`config.mk`:
```
export PLATFORM = sky130hd
export DESIGN_NAME = trail_ram_arbiter
export DESIGN_NICKNAME = d
export VERILOG_FILES = /design/src/rtl/trail_ram_arbiter_pkg.sv /design/src/rtl/trail_collide.sv /design/src/rtl/trail_ram_arbiter.sv
export SDC_FILE = /design/constraint.sdc
export NUM_CORES = 1
export LEC_CHECK = 0
export BUFFER_PORTS_ARGS = -buffer_cell sky130_fd_sc_hd__buf_2
export CAP_MARGIN = 25
export CORE_MARGIN = 3
export CORE_UTILIZATION = 25
export DETAILED_ROUTE_END_ITERATION = 6
export PLACE_DENSITY = 0.39
export SYNTH_ARGS = -nofsm -noshare
export SYNTH_HDL_FRONTEND = slang
export SYNTH_HIERARCHICAL = 1
export SYNTH_SLANG_ARGS = --single-unit
```
`constraint.sdc`:
```
create_clock -name CLOCK_50 -period 3.7 [get_ports CLOCK_50]
set_input_delay 0.37 -clock CLOCK_50 [delete_from_list [all_inputs] [get_ports CLOCK_50]]
set_output_delay 0.37 -clock CLOCK_50 [all_outputs]
set_load 0.01 [all_outputs]
```
`src/rtl/trail_ram_arbiter_pkg.sv`:
```
// Shared definitions for the trail grid RAM sequencer: state encoding, tile colours
// and slot-slice helpers for the packed pos/tiles buses.
package trail_ram_arbiter_pkg;

    typedef enum logic [2:0] {
        ST_IDLE = 3'd0,
        ST_RD   = 3'd1,
        ST_CK   = 3'd2,
        ST_WR   = 3'd3,
        ST_NEXT = 3'd4,
        ST_CLR  = 3'd5
    } arb_state_t;

    localparam int EMPTY        = 0;
    localparam int DEF_X_BITS   = 8;
    localparam int DEF_Y_BITS   = 7;
    localparam int DEF_ADDR_W   = DEF_X_BITS + DEF_Y_BITS;

    // Bit offset of slot 'slot' inside a packed bus of 'width'-bit fields.
    function automatic int slot_lsb(input int slot, input int width);
        return slot * width;
    endfunction

endpackage

```
`src/rtl/trail_collide.sv`:
```
// Head-on detector: flags when the current slot shares its snapshot position
// with any other alive snapshot slot.
module trail_collide
    import trail_ram_arbiter_pkg::*;
#(
    parameter int NUM_PLAYERS = 4,
    parameter int ADDR_W      = DEF_ADDR_W,
    parameter int IDX_W       = 2
) (
    input  logic [NUM_PLAYERS*ADDR_W-1:0] pos_snap,
    input  logic [NUM_PLAYERS-1:0]        alive_snap,
    input  logic [IDX_W-1:0]              idx,
    output logic                          head_on
);

    logic [ADDR_W-1:0]      own_pos;
    logic [NUM_PLAYERS-1:0] match;

    assign own_pos = pos_snap[idx*ADDR_W +: ADDR_W];

    generate
        for (genvar gi = 0; gi < NUM_PLAYERS; gi++) begin : g_cmp
            assign match[gi] = alive_snap[gi] && (IDX_W'(gi) != idx) &&
                               (pos_snap[slot_lsb(gi, ADDR_W) +: ADDR_W] == own_pos);
        end
    endgenerate

    assign head_on = |match;

endmodule

```
`src/rtl/trail_ram_arbiter.sv`:
```
// Per-tick tile RAM sequencer: read/check/paint each player slot in turn, and sweep
// the whole grid to EMPTY when a clear has been requested.
module trail_ram_arbiter
    import trail_ram_arbiter_pkg::*;
#(
    parameter int NUM_PLAYERS = 4,
    parameter int X_BITS      = 8,
    parameter int Y_BITS      = 7,
    parameter int COLOUR_BITS = 3,
    parameter int X_MAX       = 159,
    parameter int Y_MAX       = 119
) (
    input  logic                                     CLOCK_50,
    input  logic                                     resetn,
    input  logic                                     tick,
    input  logic                                     clear_req,
    input  logic [NUM_PLAYERS*(X_BITS+Y_BITS)-1:0]   pos,
    input  logic [NUM_PLAYERS-1:0]                   alive,
    output logic [X_BITS+Y_BITS-1:0]                 address,
    output logic [COLOUR_BITS-1:0]                   data,
    output logic                                     wren,
    input  logic [COLOUR_BITS-1:0]                   q,
    output logic [NUM_PLAYERS-1:0]                   kill,
    output logic [NUM_PLAYERS*(X_BITS+Y_BITS+1)-1:0] tiles,
    output logic                                     busy,
    output logic                                     done,
    output logic                                     overrun
);

    localparam int AW    = X_BITS + Y_BITS;
    localparam int TW    = AW + 1;
    localparam int IW    = (NUM_PLAYERS > 1) ? $clog2(NUM_PLAYERS) : 1;
    localparam logic [X_BITS-1:0]      X_LIM   = X_BITS'(X_MAX);
    localparam logic [Y_BITS-1:0]      Y_LIM   = Y_BITS'(Y_MAX);
    localparam logic [COLOUR_BITS-1:0] EMPTY_C = COLOUR_BITS'(EMPTY);
    localparam logic [IW-1:0]          LAST    = IW'(NUM_PLAYERS - 1);

    arb_state_t                state_reg;
    logic [IW-1:0]             idx_reg;
    logic [NUM_PLAYERS*AW-1:0] pos_snap_reg;
    logic [NUM_PLAYERS-1:0]    alive_snap_reg;
    logic                      clear_pending_reg;
    logic [TW-1:0]             tiles_reg [NUM_PLAYERS];

    logic [AW-1:0]     cur_pos;
    logic [X_BITS-1:0] cur_x;
    logic [Y_BITS-1:0] cur_y;
    logic [IW-1:0]     idx_next;
    logic              head_on;
    logic              out_of_bounds;
    logic              dying;

    assign cur_pos       = pos_snap_reg[idx_reg*AW +: AW];
    assign cur_x         = cur_pos[AW-1 -: X_BITS];
    assign cur_y         = cur_pos[Y_BITS-1:0];
    assign idx_next      = idx_reg + IW'(1);
    assign out_of_bounds = (cur_x > X_LIM) || (cur_y > Y_LIM);
    // Evaluated in CK, when q holds the tile under the current slot.
    assign dying         = alive_snap_reg[idx_reg] && ((q != EMPTY_C) || out_of_bounds || head_on);

    trail_collide #(
        .NUM_PLAYERS (NUM_PLAYERS),
        .ADDR_W      (AW),
        .IDX_W       (IW)
    ) u_collide (
        .pos_snap   (pos_snap_reg),
        .alive_snap (alive_snap_reg),
        .idx        (idx_reg),
        .head_on    (head_on)
    );

    generate
        for (genvar gi = 0; gi < NUM_PLAYERS; gi++) begin : g_tiles
            assign tiles[slot_lsb(gi, TW) +: TW] = tiles_reg[gi];
        end
    endgenerate

    always_ff @(posedge CLOCK_50 or negedge resetn) begin
        if (!resetn) begin
            state_reg         <= ST_IDLE;
            idx_reg           <= '0;
            pos_snap_reg      <= '0;
            alive_snap_reg    <= '0;
            clear_pending_reg <= 1'b0;
            address           <= '0;
            data              <= '0;
            wren              <= 1'b0;
            kill              <= '0;
            busy              <= 1'b0;
            done              <= 1'b0;
            overrun           <= 1'b0;
            for (int i = 0; i < NUM_PLAYERS; i++) tiles_reg[i] <= '0;
        end else begin
            done <= 1'b0;
            kill <= '0;
            if (clear_req) clear_pending_reg <= 1'b1;
            if (tick && state_reg != ST_IDLE) overrun <= 1'b1;

            case (state_reg)
                ST_IDLE: begin
                    if (tick) begin
                        pos_snap_reg   <= pos;
                        alive_snap_reg <= alive;
                        idx_reg        <= '0;
                        address        <= pos[AW-1:0];
                        wren           <= 1'b0;
                        busy           <= 1'b1;
                        state_reg      <= ST_RD;
                    end else if (clear_pending_reg) begin
                        // A request arriving on this same edge stays pending.
                        clear_pending_reg <= clear_req;
                        address           <= '0;
                        data              <= EMPTY_C;
                        wren              <= 1'b1;
                        busy              <= 1'b1;
                        for (int i = 0; i < NUM_PLAYERS; i++) tiles_reg[i] <= '0;
                        state_reg         <= ST_CLR;
                    end
                end
                ST_RD: state_reg <= ST_CK;
                ST_CK: begin
                    if (dying) begin
                        kill[idx_reg] <= 1'b1;
                    end else if (alive_snap_reg[idx_reg]) begin
                        wren <= 1'b1;
                        data <= COLOUR_BITS'(idx_reg) + COLOUR_BITS'(1);
                        if (tiles_reg[idx_reg] != '1)
                            tiles_reg[idx_reg] <= tiles_reg[idx_reg] + TW'(1);
                    end
                    state_reg <= ST_WR;
                end
                ST_WR: begin
                    wren <= 1'b0;
                    if (idx_reg == LAST) begin
                        done      <= 1'b1;
                        state_reg <= ST_NEXT;
                    end else begin
                        idx_reg   <= idx_next;
                        address   <= pos_snap_reg[idx_next*AW +: AW];
                        state_reg <= ST_RD;
                    end
                end
                ST_NEXT: begin
                    busy      <= 1'b0;
                    state_reg <= ST_IDLE;
                end
                ST_CLR: begin
                    // Sweep {x,y} with y as the inner index.
                    if (address[Y_BITS-1:0] == Y_LIM) begin
                        if (address[AW-1 -: X_BITS] == X_LIM) begin
                            wren      <= 1'b0;
                            done      <= 1'b1;
                            state_reg <= ST_NEXT;
                        end else begin
                            address <= {address[AW-1 -: X_BITS] + X_BITS'(1), Y_BITS'(0)};
                        end
                    end else begin
                        address[Y_BITS-1:0] <= address[Y_BITS-1:0] + Y_BITS'(1);
                    end
                end
                default: state_reg <= ST_IDLE;
            endcase
        end
    end

endmodule

```
# Word-level counts from Yosys, hierarchy flattened
# Index checks and enable logic that the tools add are counted.
dict set report totals {
  in_bits 71
  ff_bits 160
  output_inout_bits 90
  elab_cells 151
}
dict set report classes {
  reduce_logical 34
  add_sub_neg 5
  muxes 56
  magnitude_cmp 6
  n_mul 2
  n_eq_ne 28
  bitwise 1
  shift 2
}
# cell n
set ops {}
lappend ops {{$mux W64} 5}
lappend ops {{$pmux W64 S2} 1}
lappend ops {{$shiftx A60 B7 Y15} 2}
lappend ops {{$bwmux W64} 1}
lappend ops {{$eq A15 B15 Y1} 4}
lappend ops {{$mux W15} 4}
lappend ops {{$mux W16} 3}
lappend ops {{$pmux W15 S3} 1}
lappend ops {{$bmux W16 S2} 1}
lappend ops {{$demux W16 S2} 1}
lappend ops {{$mux W3} 9}
lappend ops {{$ne A2 B2 Y1 const B} 10}
lappend ops {{$add A16 B1 Y16 const B} 1}
lappend ops {{$mux W1} 16}
lappend ops {{$ne A16 B16 Y1 const B} 1}
lappend ops {{$pmux W3 S5} 1}
lappend ops {{$logic_and A1 B1 Y1} 12}
lappend ops {{$mul A2 B4 Y6 const B} 2}
lappend ops {{$reduce_and A6 Y1} 2}
lappend ops {{$reduce_and A5 Y1} 2}
lappend ops {{$reduce_bool A3 Y1} 3}
lappend ops {{$add A8 B1 Y8 const B} 1}
lappend ops {{$eq A8 B8 Y1 const B} 1}
lappend ops {{$gt A8 B8 Y1 const B} 1}
lappend ops {{other kinds (35)} 49}

# Longest topological paths before layout
dict set report depth {
  depth_word 10
  ltp_mapped 16
}

# Hierarchy
# Netlist, hierarchy kept.
# mod instances area_per_inst_um2 cells_each
set by_module_without_submodules {}
lappend by_module_without_submodules {trail_ram_arbiter 1 7896.3 667}
lappend by_module_without_submodules {trail_collide 1 2035.7 270}

# Worst setup path after synthesis
# No wires, ideal clock.
dict set report synth_timing {
  path_type {flip-flop to flip-flop}
  start {register idx_reg[1]}
  end {register tiles_reg (netlist bit tiles[17])}
  synth_period_minus_slack_ns 3.223
  stages_incl_launch_ff 15
  n_path_buf 4
  arrival_time_ns 3.140
  setup_slack_ns 0.477
  path_cell_list {dfrtp_1 buf_4 buf_2 mux2i_1 xnor2_1 nor4_1 o21ai_0 o32ai_2 a211o_1 nor4_1 and3_1 clkbuf_1 clkbuf_1 nand3_1 o22ai_1}
}
dict set report synth_via {
  elab_cells_between_ends 47
  classes_between {1 x add/sub; 1 x mul; 4 x order compare; 11 x eq/ne; 1 x shift; 12 x mux; 1 x bitwise; 16 x reduce/logical}
}
# item line_no
set synth_rtl {}
lappend synth_rtl {{start: declaration} trail_ram_arbiter.sv:39} ;# logic [IW-1:0] idx_reg;
lappend synth_rtl {{start signal: assignment} trail_ram_arbiter.sv:138} ;# idx_reg <= idx_next;
lappend synth_rtl {{$mul A2 B4 Y6} trail_collide.sv:19} ;# assign own_pos = pos_snap[idx*ADDR_W +: ADDR_W];
lappend synth_rtl {{$shiftx A60 B7 Y15} trail_collide.sv:19}
lappend synth_rtl {{$eq A15 B15 Y1} trail_collide.sv:24} ;# (pos_snap[slot_lsb(gi, ADDR_W) +: ADDR_W] == own_pos);
lappend synth_rtl {{$logic_and A1 B1 Y1} trail_collide.sv:23} ;# assign match[gi] = alive_snap[gi] && (IDX_W'(gi) != idx) &&
lappend synth_rtl {{$reduce_or A4 Y1 (*)} trail_collide.sv:28} ;# assign head_on = |match;
lappend synth_rtl {{named net head_on} trail_ram_arbiter.sv:49} ;# logic head_on;
lappend synth_rtl {{$logic_or A1 B1 Y1 (*)} trail_ram_arbiter.sv:59} ;# assign dying = alive_snap_reg[idx_reg] && ((q != EMPTY_C) || out_of_bounds || head_on);
lappend synth_rtl {{$logic_and A1 B1 Y1 (*)} trail_ram_arbiter.sv:59}
lappend synth_rtl {{$ne A2 B2 Y1 (no source line) (*)} -}
lappend synth_rtl {{$reduce_and A6 Y1 (no source line) (*)} -}
lappend synth_rtl {{end signal: indexed assignment} trail_ram_arbiter.sv:128} ;# tiles_reg[idx_reg] <= tiles_reg[idx_reg] + TW'(1);
lappend synth_rtl {{end: declaration} trail_ram_arbiter.sv:43} ;# logic [TW-1:0] tiles_reg [NUM_PLAYERS];
# The timed path passes the listed nets; every way through them passes the cells marked *. The select of a mux whose other input is x is not followed.
# A chain may end at the register's enable or synchronous reset.

# Worst setup path in the final report
dict set report layout_timing {
  start {register idx_reg[0]}
  end {register tiles_reg (netlist bit tiles[13])}
}
# The elaborated chain is that of the path after synthesis.

==> results.tsv <==
metric	value	unit
status	complete, no violations	
initial antenna violation count	0	
Num CTS Buffers	17	
Worst Setup End Kind	register	
Max Freq	289	MHz
crit path max fanout	14	
Power Density	988	nW/um2
crit path DAT	3770	ps
row count	72	
Synth Cell Area	9930	um2
HPWL after DPL	29.1	mm
critical path's most frequent cell	buf_4	
Buf+Inv Stages, Crit Path	3	
Fillers	4084	
Routed Antenna Nets	0	
main area contributors after synthesis	dfrtp_1 40%, mux2_2 7.4%, mux4_2 7.3%	
H-tree levels	4	
share of cells above drive strength 1	32.4	%
DRC	0	
vias	8217	
I/O pin count	161	
period utilisation layout	93.5	%
clk sinks	160	
final std cells w/o fill	1646	
RSZ-0062 raised after global routing	no	
register area share after synthesis	40.3	%
Syn Nets	1015	
clock-pin slew on the worst setup and hold paths	60	ps
Place WS	110	ps
CTS tree	built	
max incr delay on CP	580	ps
largest net degree at the start of global routing	65	
delay-heaviest family, CP	compound AO/OA/AOI/OAI gates	
number of global-route vias before repair	8409	
clock insertion delay at the later pin of the skew report	450	ps
internal power	6410	uW
Clk pwr share	15.1	%
DRT Wirelength	38.1	mm
DR pass1 iterations	5	
Mapped Cells	937	
Reg power frac	32.3	%
die height	205	um
area of the core	38900	um2
crit path cell chain	buf_4, buf_4, mux2i_1, xnor2_1, o22ai_1, nand4_1, a211oi_1, a211o_1, nor4_2, nand3_2, a211oi_2, buf_4, o22ai_1	
Final WS setup	240	ps
Area growth, synth to finish	22.0	%
P_leak	0.00513	uW
ant diodes	0	
GP Congestion	0.949	
Worst Tran Pin Value	675	ps
Final Setup Violations	0	
first-pass GRT wire length	56.5	mm
max reg flops	64	
overall routing resource usage	18.2	%
# nets final	1193	
net switching power	5560	uW
number of library cell types mapped by synthesis	73	
Rel. slew slack	55.0	%
Final TNS setup	0	ps
Placed Cells incl. Taps	1613	
switching part of the total power	46.4	%
minimum clock period	3460	ps
area share of the largest cell type after synthesis	40.3	%
EDFF count, synth	0	
total grt overflow	0	
Root Driver	clkbuf_16	
Clock Skew	12.3	ps
fraction of registers with async set/reset	100	%
HP Class	in -> reg	
#FFs+latches synth	160	
most common flop cell mapped by yosys	dfrtp_1	
Initial Util	25.5	%
synthesized area per cell	10.6	um2
cell at the slowest stage of the critical path	dfrtp_4	
port bufs	160	
Max IR drop VDD	0.378	mV
count of final hold-check violations	0	
Die Width	205	um
Logic pwr share	52.6	%
Yosys warning total	6	
Vias/cell	4.99	
max-cap viol count	0	
Critical Path RT	4010	ps
Slew Limit Fails	0	
Avg WL per Cell	23.2	um
critical setup path kind	reg -> reg	
Die Area	42200	um2
Max Buffers Root-to-Sink	2	
dominant cell type by area after synthesis	dfrtp_1	
DRT iter0 DRCs	484	
nature of the critical path startpoint	register	
[final timing paths]
check | cells after the start | slack [ps] | from | end
max in group asynchronous | 3 | 2420 | resetn | tiles[30]
hold reg to reg | 1 | 470 | overrun | overrun
setup reg to reg | 13 | 240 | idx_reg[0] | tiles[13]
hold / removal | 2 | 110 | clear_req | clear_pending_reg
min in group asynchronous | 2 | 470 | resetn | tiles[50]
setup / recovery | 13 | 240 | idx_reg[0] | tiles[13]
[final cells by class]
cell class,instances,area (um2),share of cell area [%]
Multi-Input combinational cell,634,5250,43.3
Timing Repair Buffer,212,1290,10.6
Clock buffer,18,429,3.54
Inverter,90,338,2.79
Sequential cell,160,4010,33.1
Clock inverter,14,158,1.30
Tap cell,518,648,5.35
[synth_stat cells, types with 4 or more instances]
library cell	instances
dfrtp_1	160
inv_1	88
mux2_2	65
o22ai_1	60
xnor2_1	56
xor2_1	54
nor2_1	48
nand2_1	36
mux4_2	32
o21ai_0	31
a21oi_1	30
mux2i_1	27
clkbuf_1	22
nand3_1	20
nor3_1	14
nand4_1	12
nor4_1	11
a31oi_1	9
a41oi_1	9
and3_1	9
buf_2	9
nand2b_1	9
a22o_1	8
ha_1	7
a22oi_1	6
buf_6	6
a211oi_2	5
nor3b_1	5
o21a_1	5
a221o_1	4
a221oi_1	4
buf_8	4
clkbuf_8	4
nand4b_1	4
[cell families after synthesis]
| kind of cell | synth area share [%] |
|---|---|
| AO/OA/AOI/OAI | 14.2 |
| AND/OR/NAND/NOR | 10.1 |
| flip-flops | 40.3 |
| buffers and inverters | 7.13 |
| multiplexers | 17.6 |
| XOR/XNOR | 9.70 |
| adder cells (fa/ha/maj) | 0.882 |
[worst reg2reg max path, delay by kind of cell, from the launching register on]
kind            cells  cell delay [ps]
compound gates      5             1020
xor+xnor            1              140
buf+inv             3              680
flops               1              580
mux                 1              240
simple gates        3              650
[metrics by stage]
step / power, uW / instance area, um2 / util, % / hold WS, ps
floorplan: 7630 / 9930 / - / 74.4
global placement: 10300 / 11500 / 29.5 / 423
detailed placement: 10200 / 11500 / 29.5 / 410
CTS: 12100 / 12100 / 31.1 / 88.0
global route: 12700 / 12100 / 31.1 / 116
finish: 12000 / 12100 / 31.1 / 109
[what timing repair did]
item                                    CTS  global route
hold buffers                              1             0
gates resized for setup                   0             3
endpoints found under the setup margin    0            64
endpoints found under the hold margin    59             0
buffers inserted                          0             0
[cells in the final DEF, fill, tap and decap left out, types with 4 or more instances in the layout]
cell,synthesis,routed
buf_2,9,159
dfrtp_1,160,158
inv_1,88,88
mux2_2,65,65
o22ai_1,60,60
xnor2_1,56,56
xor2_1,54,54
nor2_1,48,47
buf_4,3,44
nand2_1,36,36
mux4_2,32,32
o21ai_0,31,31
a21oi_1,30,30
mux2i_1,27,27
nand3_1,20,19
clkbuf_16,0,17
nor3_1,14,14
nand4_1,12,12
nor4_1,11,10
a41oi_1,9,9
and3_1,9,9
nand2b_1,9,9
a31oi_1,9,9
a22o_1,8,8
ha_1,7,7
buf_12,1,7
a22oi_1,6,6
o21a_1,5,5
a211oi_2,5,5
nor3b_1,5,5
clkinvlp_4,0,5
a221o_1,4,4
nand4b_1,4,4
[metal layers]
metal  up-vias  GRT usage [%]  share of wire [%]
met1      4172           23.9                 44
met2       238           30.5                 49
li1       3772              -                  -
met4         0           5.10                2.0
met3        35           3.45                4.9
met5         -              0                  0
[power by group through the flow]
stage	Combinational (uW)	Sequential, uW	Clock, uW
after floorplan	4200	3430	0
after global placement	6350	3910	0
after detailed placement	6250	3920	0
after CTS	6300	3890	1870
after global routing	6810	3990	1940
final	6290	3860	1810
(Power assumes the default switching activity.)
